==> src/rtl/mux_n_rr_if.sv <==
// Stream bundle between NUM_IN producers, the mux and one consumer.
// The slave modport is the mux side; the master modport is the producers/consumer side.
interface mux_n_rr_if #(
  parameter int unsigned WIDTH  = 8,
  parameter int unsigned NUM_IN = 3
);
  localparam int unsigned SEL_W = $clog2(NUM_IN);

  logic [NUM_IN-1:0]       in_valid;
  logic [NUM_IN-1:0]       in_last;
  logic [NUM_IN*WIDTH-1:0] in_data;
  logic [NUM_IN-1:0]       in_ready;
  logic                    out_valid;
  logic                    out_last;
  logic [WIDTH-1:0]        out_data;
  logic [SEL_W-1:0]        out_sel;
  logic                    out_ready;

  modport master (
    output in_valid, in_last, in_data, out_ready,
    input  in_ready, out_valid, out_last, out_data, out_sel
  );

  modport slave (
    input  in_valid, in_last, in_data, out_ready,
    output in_ready, out_valid, out_last, out_data, out_sel
  );
endinterface

==> src/rtl/mux_n_rr.sv <==
// N-input registered stream mux with round-robin or fixed-priority arbitration.
// A source that starts a packet owns the output until its last beat transfers.
module mux_n_rr #(
  parameter int unsigned WIDTH  = 8,
  parameter int unsigned NUM_IN = 3,
  parameter int unsigned MODE   = 0
) (
  input logic        clk,
  input logic        rst,
  mux_n_rr_if.slave  bus
);
  localparam int unsigned SEL_W = $clog2(NUM_IN);

  typedef enum logic {IDLE, LOCKED} state_e;

  state_e           state_q;
  logic [SEL_W-1:0] owner_q;
  logic [SEL_W-1:0] ptr_q;
  logic             out_valid_q;
  logic             out_last_q;
  logic [WIDTH-1:0] out_data_q;
  logic [SEL_W-1:0] out_sel_q;

  logic             load;
  logic             gnt_any;
  logic [SEL_W-1:0] gnt_idx;
  logic [SEL_W-1:0] cand_sel;
  int               cand;
  logic             xfer;
  logic             sel_last;
  logic [WIDTH-1:0] sel_data;
  logic [SEL_W-1:0] nxt_ptr;
  logic [NUM_IN-1:0] in_ready_c;

  assign load = !out_valid_q || bus.out_ready;

  // Arbiter: owner only while locked, else priority scan from ptr (RR) or from 0 (fixed).
  always_comb begin
    gnt_any  = 1'b0;
    gnt_idx  = '0;
    cand     = 0;
    cand_sel = '0;
    if (state_q == LOCKED) begin
      gnt_any = bus.in_valid[owner_q];
      gnt_idx = owner_q;
    end else if (MODE == 1) begin
      for (int i = int'(NUM_IN) - 1; i >= 0; i--) begin
        if (bus.in_valid[i]) begin
          gnt_any = 1'b1;
          gnt_idx = SEL_W'(i);
        end
      end
    end else begin
      // Descending scan so the candidate closest to ptr is the final winner.
      for (int k = int'(NUM_IN) - 1; k >= 0; k--) begin
        cand = int'(ptr_q) + k;
        if (cand >= int'(NUM_IN)) cand = cand - int'(NUM_IN);
        cand_sel = SEL_W'(cand);
        if (bus.in_valid[cand_sel]) begin
          gnt_any = 1'b1;
          gnt_idx = cand_sel;
        end
      end
    end
  end

  assign xfer = gnt_any && load && !rst;

  always_comb begin
    in_ready_c = '0;
    if (xfer) in_ready_c[gnt_idx] = 1'b1;
  end

  always_comb begin
    sel_data = '0;
    for (int i = 0; i < int'(NUM_IN); i++) begin
      if (gnt_idx == SEL_W'(i)) sel_data = bus.in_data[i*WIDTH +: WIDTH];
    end
  end

  assign sel_last = bus.in_last[gnt_idx];
  assign nxt_ptr  = (gnt_idx == SEL_W'(NUM_IN - 1)) ? '0 : gnt_idx + 1'b1;

  // Packet-lock state machine together with the output pipeline register.
  always_ff @(posedge clk) begin
    if (rst) begin
      state_q     <= IDLE;
      owner_q     <= '0;
      ptr_q       <= '0;
      out_valid_q <= 1'b0;
      out_last_q  <= 1'b0;
      out_data_q  <= '0;
      out_sel_q   <= '0;
    end else begin
      if (xfer) begin
        out_valid_q <= 1'b1;
        out_last_q  <= sel_last;
        out_data_q  <= sel_data;
        out_sel_q   <= gnt_idx;
      end else if (load) begin
        out_valid_q <= 1'b0;
      end

      case (state_q)
        IDLE: begin
          if (xfer) begin
            if (sel_last) begin
              ptr_q <= nxt_ptr;
            end else begin
              state_q <= LOCKED;
              owner_q <= gnt_idx;
            end
          end
        end
        LOCKED: begin
          if (xfer && sel_last) begin
            state_q <= IDLE;
            ptr_q   <= nxt_ptr;
          end
        end
        default: state_q <= IDLE;
      endcase
    end
  end

  assign bus.in_ready  = in_ready_c;
  assign bus.out_valid = out_valid_q;
  assign bus.out_last  = out_last_q;
  assign bus.out_data  = out_data_q;
  assign bus.out_sel   = out_sel_q;
endmodule

==> src/flat_wrapper.sv <==
// flat-port wrapper written by rule: the top's interface ports become plain ports
module mux_n_rr_flat 
#(
  parameter int unsigned WIDTH  = 8,
  parameter int unsigned NUM_IN = 3,
  parameter int unsigned MODE   = 0
)
  (clk, rst, bus_in_valid, bus_in_last, bus_in_data, bus_out_ready, bus_in_ready, bus_out_valid, bus_out_last, bus_out_data, bus_out_sel);
  mux_n_rr_if #(.WIDTH(WIDTH), .NUM_IN(NUM_IN)) bus_i ();
  input logic clk;
  input logic rst;
  input wire logic [$bits(bus_i.in_valid)-1:0] bus_in_valid;
  input wire logic [$bits(bus_i.in_last)-1:0] bus_in_last;
  input wire logic [$bits(bus_i.in_data)-1:0] bus_in_data;
  input wire logic [$bits(bus_i.out_ready)-1:0] bus_out_ready;
  output wire logic [$bits(bus_i.in_ready)-1:0] bus_in_ready;
  output wire logic [$bits(bus_i.out_valid)-1:0] bus_out_valid;
  output wire logic [$bits(bus_i.out_last)-1:0] bus_out_last;
  output wire logic [$bits(bus_i.out_data)-1:0] bus_out_data;
  output wire logic [$bits(bus_i.out_sel)-1:0] bus_out_sel;
  assign bus_i.in_valid = bus_in_valid;
  assign bus_i.in_last = bus_in_last;
  assign bus_i.in_data = bus_in_data;
  assign bus_i.out_ready = bus_out_ready;
  assign bus_in_ready = bus_i.in_ready;
  assign bus_out_valid = bus_i.out_valid;
  assign bus_out_last = bus_i.out_last;
  assign bus_out_data = bus_i.out_data;
  assign bus_out_sel = bus_i.out_sel;
  mux_n_rr #(.WIDTH(WIDTH), .NUM_IN(NUM_IN), .MODE(MODE)) u_core (.clk(clk), .rst(rst), .bus(bus_i));
endmodule
==> config.mk <==
export PLATFORM = sky130hd
export DESIGN_NAME = mux_n_rr_flat
export DESIGN_NICKNAME = d
export VERILOG_FILES = /design/src/rtl/mux_n_rr_if.sv /design/src/rtl/mux_n_rr.sv /design/src/flat_wrapper.sv
export SDC_FILE = /design/constraint.sdc
export NUM_CORES = 1
export LEC_CHECK = 0
export ABC_CLOCK_PERIOD_IN_PS = 6700
export CORE_ASPECT_RATIO = 1.75
export CORE_MARGIN = 1.5
export CORE_UTILIZATION = 49
export CTS_BUF_LIST = sky130_fd_sc_hd__clkbuf_2 sky130_fd_sc_hd__clkbuf_4 sky130_fd_sc_hd__clkbuf_8
export CTS_CLUSTER_DIAMETER = 200
export DETAILED_ROUTE_END_ITERATION = 10
export PLACE_DENSITY = 0.95
export SYNTH_ARGS = -nofsm -noshare
export SYNTH_HDL_FRONTEND = slang
export SYNTH_SLANG_ARGS = --single-unit
export TNS_END_PERCENT = 30
==> constraint.sdc <==
create_clock -name clk -period 6.7 [get_ports clk]
set_input_delay 1.34 -clock clk [delete_from_list [all_inputs] [get_ports clk]]
set_output_delay 1.34 -clock clk [all_outputs]
set_load 0.01 [all_outputs]
==> key figures, run 1 <==
STA
  – Period utilization: 0.799
  – RSZ-0062 raised after global routing: false
  – Slew Viols, Final: 0
  – Final setup fails: 0
  – Worst Tran Pin Value: 0.711 ns
  – Setup Total Neg Slack: 0 ns
  – Clock skew: 0.00114 ns
  – Fin crit period: 5.35 ns
  – Hold Violations, Final: 0
  – Fmax: 0.187 GHz
  – Slew Limit Headroom: 0.525

GRT
  – M1 GR Usage: 0.284
  – Pin count of the biggest net entering global routing: 25
  – Initial antenna violation count: 0
  – Met2 Use GR: 0.464
  – Gr busiest metal: met2
  – Total GRT Usage: 0.251
  – Residual overflow from global routing: 0
  – M3 GR Usage: 0.0383
  – First-pass GRT wire length: 5920 um
  – Vias in the first global route: 1250

Drt
  – Wire length per cell: roughly 17 um
  – Via Count: 1323
  – DRT iter0 DRCs: 45
  – DRC: 0
  – DR vias/cell: a little over 6
  – DRT antenna net count: 0
  – Pre-Repair DR Iteration Count: 4
  – Drt total wl: 3540 um

Critical path
  – Crit path max-delay family: buffers and inverters
  – CP most frequent cell: clkdlybuf4s50_1
  – Worst-path cell chain: clkdlybuf4s50_1 > mux2_4 > and4_4 > o311ai_4 > and3_1 > nor2b_1 > clkdlybuf4s50_1
  – Startpoint types: primary input
  – Slowest cell on crit path: o311ai_4
  – Path depth of the worst reg2reg path: 8
  – Crit path depth: 7
  – CP endpoint kind: output pin
  – Crit path arrival time: about 4.0 ns
  – Max incr delay on CP: ~0.58 ns
  – CP max FO: 13
  – Required @ worst endpoint: about 5.4 ns
  – Worst path bufs/invs: 2
  – Crit Path Class: primary input to output pin

Clock network
  – Post-CTS resize count: 0
  – Num Clock Sinks: 17
  – Clock root cell: clkbuf_8
  – CTS tree: built
  – Clock Path Buffers: 2
  – Hold buffers post-CTS: 0
  – Worst-Skew Late Latency: approximately 0.25 ns
  – H-tree lvl count: 1
  – Register clock-pin slew on the reported worst setup and hold paths: 0.06 ns
  – Post-CTS Setup Bufs: 0
  – CTS buffer count: 3

Place
  – Final Wtd Congestion: 0.839
  – Placed inst area: 1740 um2
  – Port bufs: between 40 and 50
  – Post-DP HPWL: 2770 um

Logic synthesis
  – Syn_area_per_cell: 8.92 um2
  – Asr flop ratio synth: 0
  – Post-synthesis cell type count: 44
  – Post-synthesis instance area: roughly 1300 um2
  – Syn Nets: 180
  – Sequential share of the synthesized area: 0.265
  – Top FF cell, synth: dfxtp_1
  – Mapped Cells: approximately 140
  – Post-synth EDFFs: 0
  – Synthesis Warnings: 0
  – #FFs+latches synth: 17

Power
  – Clock power share: 0.098
  – Max IR drop VDD: approximately 0.00026 V
  – Flop pwr share: 0.238
  – Pint: 454 uW
  – Sw Share: 0.444
  – Static leakage: between 0.6 and 0.7 nW
  – Pwr Total: 816 uW
  – Gate power share: 0.664
  – Pwr dens: 455 nW/um2
  – Sw power: 362 uW

Floorplan
  – Placeable Area: 2490 um2
  – I/O Pins: 48
  – Die H: 70.7 um
  – Cell row count: 24
  – Starting Density: 0.516
  – Die width: 41.7 um
  – Die Footprint: 2950 um2

Final layout
  – Antenna cell count: 0
  – Final Util: 0.719
  – Share of cells above drive strength 1: 0.134
  – Area growth syn-to-layout: 39.5%
  – Finished Cell Area: around 1800 um2
  – Post-layout nets: about 220

Min path
  – Hold path cells: 2
  – Hold Crit Class: flop to flop

Outcome
  – Status: finished clean

Job
  – Max-cap violations: 0
==> final timing paths <==
kind,startpoint,end,slack [ns]
worst min-delay path,u_core.bus.out_data[5],u_core.bus.out_data[5],0.47
worst max register to register,u_core.ptr_q[0],u_core.bus.out_data[1],3.84
worst min register to register,u_core.bus.out_data[5],u_core.bus.out_data[5],0.47
worst max-delay path,bus_in_valid[1],bus_in_ready[0],1.35
==> synthesized netlist by cell type, types with 2 or more instances <==
library cell	count	area [um2]
a21oi_1	19	95.1
dfxtp_1	17	340
nand2b_1	12	75.1
mux2_2	9	101
a221oi_1	8	70.1
inv_1	7	26.3
nand2_1	6	22.5
nor3_1	5	25.0
clkbuf_1	4	15.0
mux2i_1	4	40.0
nor2_1	4	15.0
nor2b_1	4	25.0
ha_1	3	37.5
o21ai_0	3	15.0
a21bo_2	2	20.0
a21boi_0	2	15.0
and3_1	2	12.5
and3b_1	2	17.5
buf_2	2	10.0
buf_4	2	15.0
o211a_1	2	20.0
o221ai_1	2	17.5
or3_1	2	12.5
==> routing by layer <==
metal / routed length, um / vias to the layer above
met5: 0 / -
met3: 230 / 4
met2: 1930 / 63
met1: 1330 / 628
li1: - / 628
met4: 48 / 0
==> cell families after synthesis <==
logic type / after synthesis / synth area share
fa+ha+maj: 3 / 0.0292
flops: 17 / 0.265
mux: 14 / 0.122
simple gates: 44 / 0.217
buf+inv: 16 / 0.0604
compound gates: 50 / 0.307
==> worst min-delay path, cell delays in order (launching register included) <==
cell      delay, ns
dfxtp_1        0.31
nand2b_1       0.06
a21oi_1        0.06
==> stage by stage <==
| step | std cells | hold WS (ns) | worst slack (ns) |
|---|---|---|---|
| 3_5_place_dp | 209 | 0.465 | 1.36 |
| 2_1_floorplan | 144 | 0.481 | 2.83 |
| 3_3_place_gp | 209 | 0.445 | 1.40 |
| 5_1_grt | 213 | 0.511 | 1.20 |
| 6_report | 213 | 0.475 | 1.35 |
| 4_1_cts | 213 | 0.473 | 1.34 |
==> flip-flops by register name (all words and copies together), names as in the netlist <==
register / count
u_core.bus.out_sel: 2
u_core.state_q: 1
u_core.ptr_q: 2
u_core.bus.out_valid: 1
u_core.owner_q: 2
u_core.bus.out_last: 1
u_core.bus.out_data: 8
==> cell type report <==
| type | instances | area (um2) |
|---|---|---|
| Multi-Input combinational cell | 111 | 867 |
| Fill cell | 178 | 699 |
| Timing Repair Buffer | 48 | 478 |
| Sequential cell | 17 | 340 |
| Clock buffer | 4 | 48.8 |
| Tap cell | 26 | 32.5 |
| Inverter | 7 | 26.3 |
==> layout by cell type (no fill, tap or decap), types with 2 or more instances in the layout <==
cell type | Yosys | layout
a21bo_2 | 2 | 2
a21boi_0 | 2 | 2
a21oi_1 | 19 | 19
a221oi_1 | 8 | 8
and3_1 | 2 | 2
and3b_1 | 2 | 2
clkbuf_8 | 0 | 3
clkdlybuf4s50_1 | 0 | 47
dfxtp_1 | 17 | 17
ha_1 | 3 | 3
inv_1 | 7 | 7
mux2_2 | 9 | 9
mux2i_1 | 4 | 4
nand2_1 | 6 | 6
nand2b_1 | 12 | 12
nor2_1 | 4 | 4
nor2b_1 | 4 | 4
nor3_1 | 5 | 5
o211a_1 | 2 | 2
o21ai_0 | 3 | 3
o221ai_1 | 2 | 2
or3_1 | 2 | 2
==> power groups by stage <==
stage,combinational [mW],sequential (mW),clock (mW)
2_1_floorplan,0.368,0.195,0
3_3_place_gp,0.526,0.193,0
3_5_place_dp,0.537,0.196,0
4_1_cts,0.542,0.194,0.0807
5_1_grt,0.586,0.200,0.0838
6_report,0.542,0.195,0.0798
Power figures use the tool's default switching activity.
==> run 2: changes to the inputs <==
--- a/config.mk
+++ b/config.mk
@@ -5,14 +5,14 @@
 export SDC_FILE = /design/constraint.sdc
 export NUM_CORES = 1
 export LEC_CHECK = 0
-export ABC_CLOCK_PERIOD_IN_PS = 6700
+export ABC_CLOCK_PERIOD_IN_PS = 4680
 export CORE_ASPECT_RATIO = 1.75
 export CORE_MARGIN = 1.5
-export CORE_UTILIZATION = 49
+export CORE_UTILIZATION = 41
 export CTS_BUF_LIST = sky130_fd_sc_hd__clkbuf_2 sky130_fd_sc_hd__clkbuf_4 sky130_fd_sc_hd__clkbuf_8
 export CTS_CLUSTER_DIAMETER = 200
 export DETAILED_ROUTE_END_ITERATION = 10
-export PLACE_DENSITY = 0.95
+export PLACE_DENSITY = 0.9
 export SYNTH_ARGS = -nofsm -noshare
 export SYNTH_HDL_FRONTEND = slang
 export SYNTH_SLANG_ARGS = --single-unit
==> constraint.sdc (replaced) <==
create_clock -name clk -period 4.68 [get_ports clk]
set_input_delay 0.936 -clock clk [delete_from_list [all_inputs] [get_ports clk]]
set_output_delay 0.936 -clock clk [all_outputs]
set_load 0.01 [all_outputs]
==> run 2 against run 1 <==
Utilization down 9.9 points. Count of clock-buffer cells in the layout stayed put. Clock skew about the same. Sequential share of layout area is 0.44 points lower. Non-clock buffer count up 3.
==> key figures, run 2 (synthesis results as in run 1) <==
Clock network
  – Clock root cell: clkbuf_8 (unchanged)
  – Post-CTS resize count: 0 (unchanged)
  – Register clock-pin slew on the reported worst setup and hold paths: 0.06 ns (about the same)
  – CTS buffer count: 3 (unchanged)
  – Worst-Skew Late Latency: 0.24 ns (was 0.25 ns)
  – Clock Path Buffers: 2 (unchanged)
  – Hold buffers post-CTS: 0 (unchanged)
  – H-tree lvl count: 1 (unchanged)
  – CTS tree: built (unchanged)
  – Post-CTS Setup Bufs: 0 (unchanged)
  – Num Clock Sinks: 17 (unchanged)

Floorplan
  – Cell row count: 26 (was 24)
  – I/O Pins: 48 (unchanged)
  – Die H: 77.1 um (was 70.7 um)
  – Die width: 45.3 um (was 41.7 um)
  – Starting Density: 0.434 (was 0.516)
  – Die Footprint: 3490 um2 (was 2950 um2)
  – Placeable Area: 2960 um2 (was 2490 um2)

STA
  – Final setup fails: 0 (unchanged)
  – RSZ-0062 raised after global routing: false (unchanged)
  – Slew Viols, Final: 0 (unchanged)
  – Final worst slack: 0.527 ns (was 1.35 ns)
  – Period utilization: 0.887
  – Worst Tran Pin Value: 0.538 ns (was 0.711 ns)
  – Setup Total Neg Slack: 0 ns (unchanged)
  – Fmax: 0.241 GHz
  – Clock skew: 0.00110 ns (was 0.00114 ns)
  – Hold Violations, Final: 0 (unchanged)
  – Slew Limit Headroom: 0.640 (was 0.525)
  – Fin crit period: 4.15 ns

Place
  – Port bufs: 47 (unchanged)
  – Post-DP HPWL: 2600 um (was 2770 um)
  – DP Worst Slack: 0.537 ns (was 1.36 ns)
  – Placed inst area: 1790 um2 (was 1740 um2)
  – Final Wtd Congestion: 0.893 (was 0.839)

Critical path
  – Crit path max-delay family: buffers and inverters (unchanged)
  – CP max FO: 8 (was 13)
  – Crit path depth: 7 (unchanged)
  – Required @ worst endpoint: 3.74 ns (was 5.36 ns)
  – Slowest cell on crit path: clkdlybuf4s50_1 (was o311ai_4)
  – Max incr delay on CP: 0.57 ns (was 0.58 ns)
  – Worst-path cell chain: clkdlybuf4s50_1 > mux2_4 > and4_4 > o311ai_4 > and3_1 > nor2b_1 > clkdlybuf4s50_1 (unchanged)
  – Startpoint types: primary input (unchanged)
  – Worst path bufs/invs: 2 (unchanged)
  – Crit path arrival time: 3.22 ns (was 4.01 ns)
  – Path depth of the worst reg2reg path: 9 (was 8)
  – CP most frequent cell: clkdlybuf4s50_1 (unchanged)
  – Crit Path Class: primary input to output pin (unchanged)
  – CP endpoint kind: output pin (unchanged)

Drt
  – DRT iter0 DRCs: 13 (was 45)
  – DRT antenna net count: 0 (unchanged)
  – Pre-Repair DR Iteration Count: 4 (unchanged)
  – DR vias/cell: 5.57 (was 6.21)
  – DRC: 0 (unchanged)
  – Via Count: 1293 (was 1323)
  – Drt total wl: 3400 um (was 3540 um)
  – Wire length per cell: 14.7 um (was 16.6 um)

Outcome
  – Status: finished clean (unchanged)

Final layout
  – Seq. cell area: 340 um2 (unchanged)
  – Final Util: 0.620 (was 0.719)
  – Antenna cell count: 0 (unchanged)
  – Filler cells: 261 (was 178)
  – Area growth syn-to-layout: 42.8% (was 39.5%)
  – Commonest cells after routing, fill and taps aside: 47 x clkdlybuf4s50_1, 19 x a21oi_1, 17 x dfxtp_1 (unchanged)
  – Commonest non-fill, non-tap cell in the layout: clkdlybuf4s50_1 (unchanged)
  – Finished Cell Area: 1840 um2 (was 1790 um2)
  – Post-layout nets: 227 (was 224)
  – Multi-input gate area: 867 um2 (unchanged)
  – Max reg flops: 8 (unchanged)
  – Share of cells above drive strength 1: 0.147 (was 0.134)

Min path
  – Hold path cells: 2 (unchanged)
  – Hold Crit Class: flop to flop (unchanged)

GRT
  – Initial antenna violation count: 0 (unchanged)
  – Total GRT Usage: 0.205 (was 0.251)
  – Residual overflow from global routing: 0 (unchanged)
  – Vias in the first global route: 1316 (was 1250)
  – First-pass GRT wire length: 5530 um (was 5920 um)
  – Pin count of the biggest net entering global routing: 24 (was 25)

Power
  – Static leakage: 0.685 nW (was 0.671 nW)
  – Pwr dens: 639 nW/um2 (was 455 nW/um2)
  – Max IR drop VDD: 0.000364 V (was 0.000259 V)
  – Pwr Total: 1.17 mW (was 816 uW)

Job
  – Max-cap violations: 0 (unchanged)
-- run 2: cell count changes in the layout (fill, tap and decap cells not counted), sizes merged --
cell	previous run	this run
buf	1	4
-- run 2: layer usage --
layer | global-route usage | routed length [um]
met2 | 0.393 | 1940
met4 | 0.0676 | 42
met5 | 0 | 0
met3 | 0.0282 | 144
met1 | 0.208 | 1280
-- run 2: through the flow --
step | hold slack [ns] | cells
final | 0.468 | 232
after global routing | 0.489 | 232
after CTS | 0.473 | 232
after detailed placement | 0.463 | 228
after global placement | 0.454 | 228
after floorplan | 0.481 | 144
-- run 2: final cells by class --
class | count | share of cell area
multi-input cells | 111 | 0.472
clock buffers | 4 | 0.0266
flip-flops and latches | 17 | 0.185
well taps | 42 | 0.0286
repair buffers | 51 | 0.273
inverters | 7 | 0.0143
-- run 2: worst register-to-register path, stage by stage, from the launching register on --
cell and delay (ns):
dfxtp_1 0.31, inv_1 0.10, ha_1 0.40, mux2_4 0.34, and4_4 0.18, o311ai_4 0.27, buf_4 0.25, a21boi_2 0.12
or3_1 0.37, a221oi_2 0.23
-- run 2: where the power goes --
part           switching, mW  internal, mW  total, mW
logic                  0.404         0.381      0.785
clock network         0.0457        0.0660      0.112
registers             0.0617         0.215      0.277
-- run 2: final timing paths --
path / slack, ns / end / startpoint
max: 0.53 / bus_in_ready[0] / bus_in_valid[1]
min: 0.47 / u_core.bus.out_last / u_core.bus.out_last
max reg2reg: 2.03 / u_core.ptr_q[1] / u_core.ptr_q[0]
min reg2reg: 0.47 / u_core.bus.out_last / u_core.bus.out_last
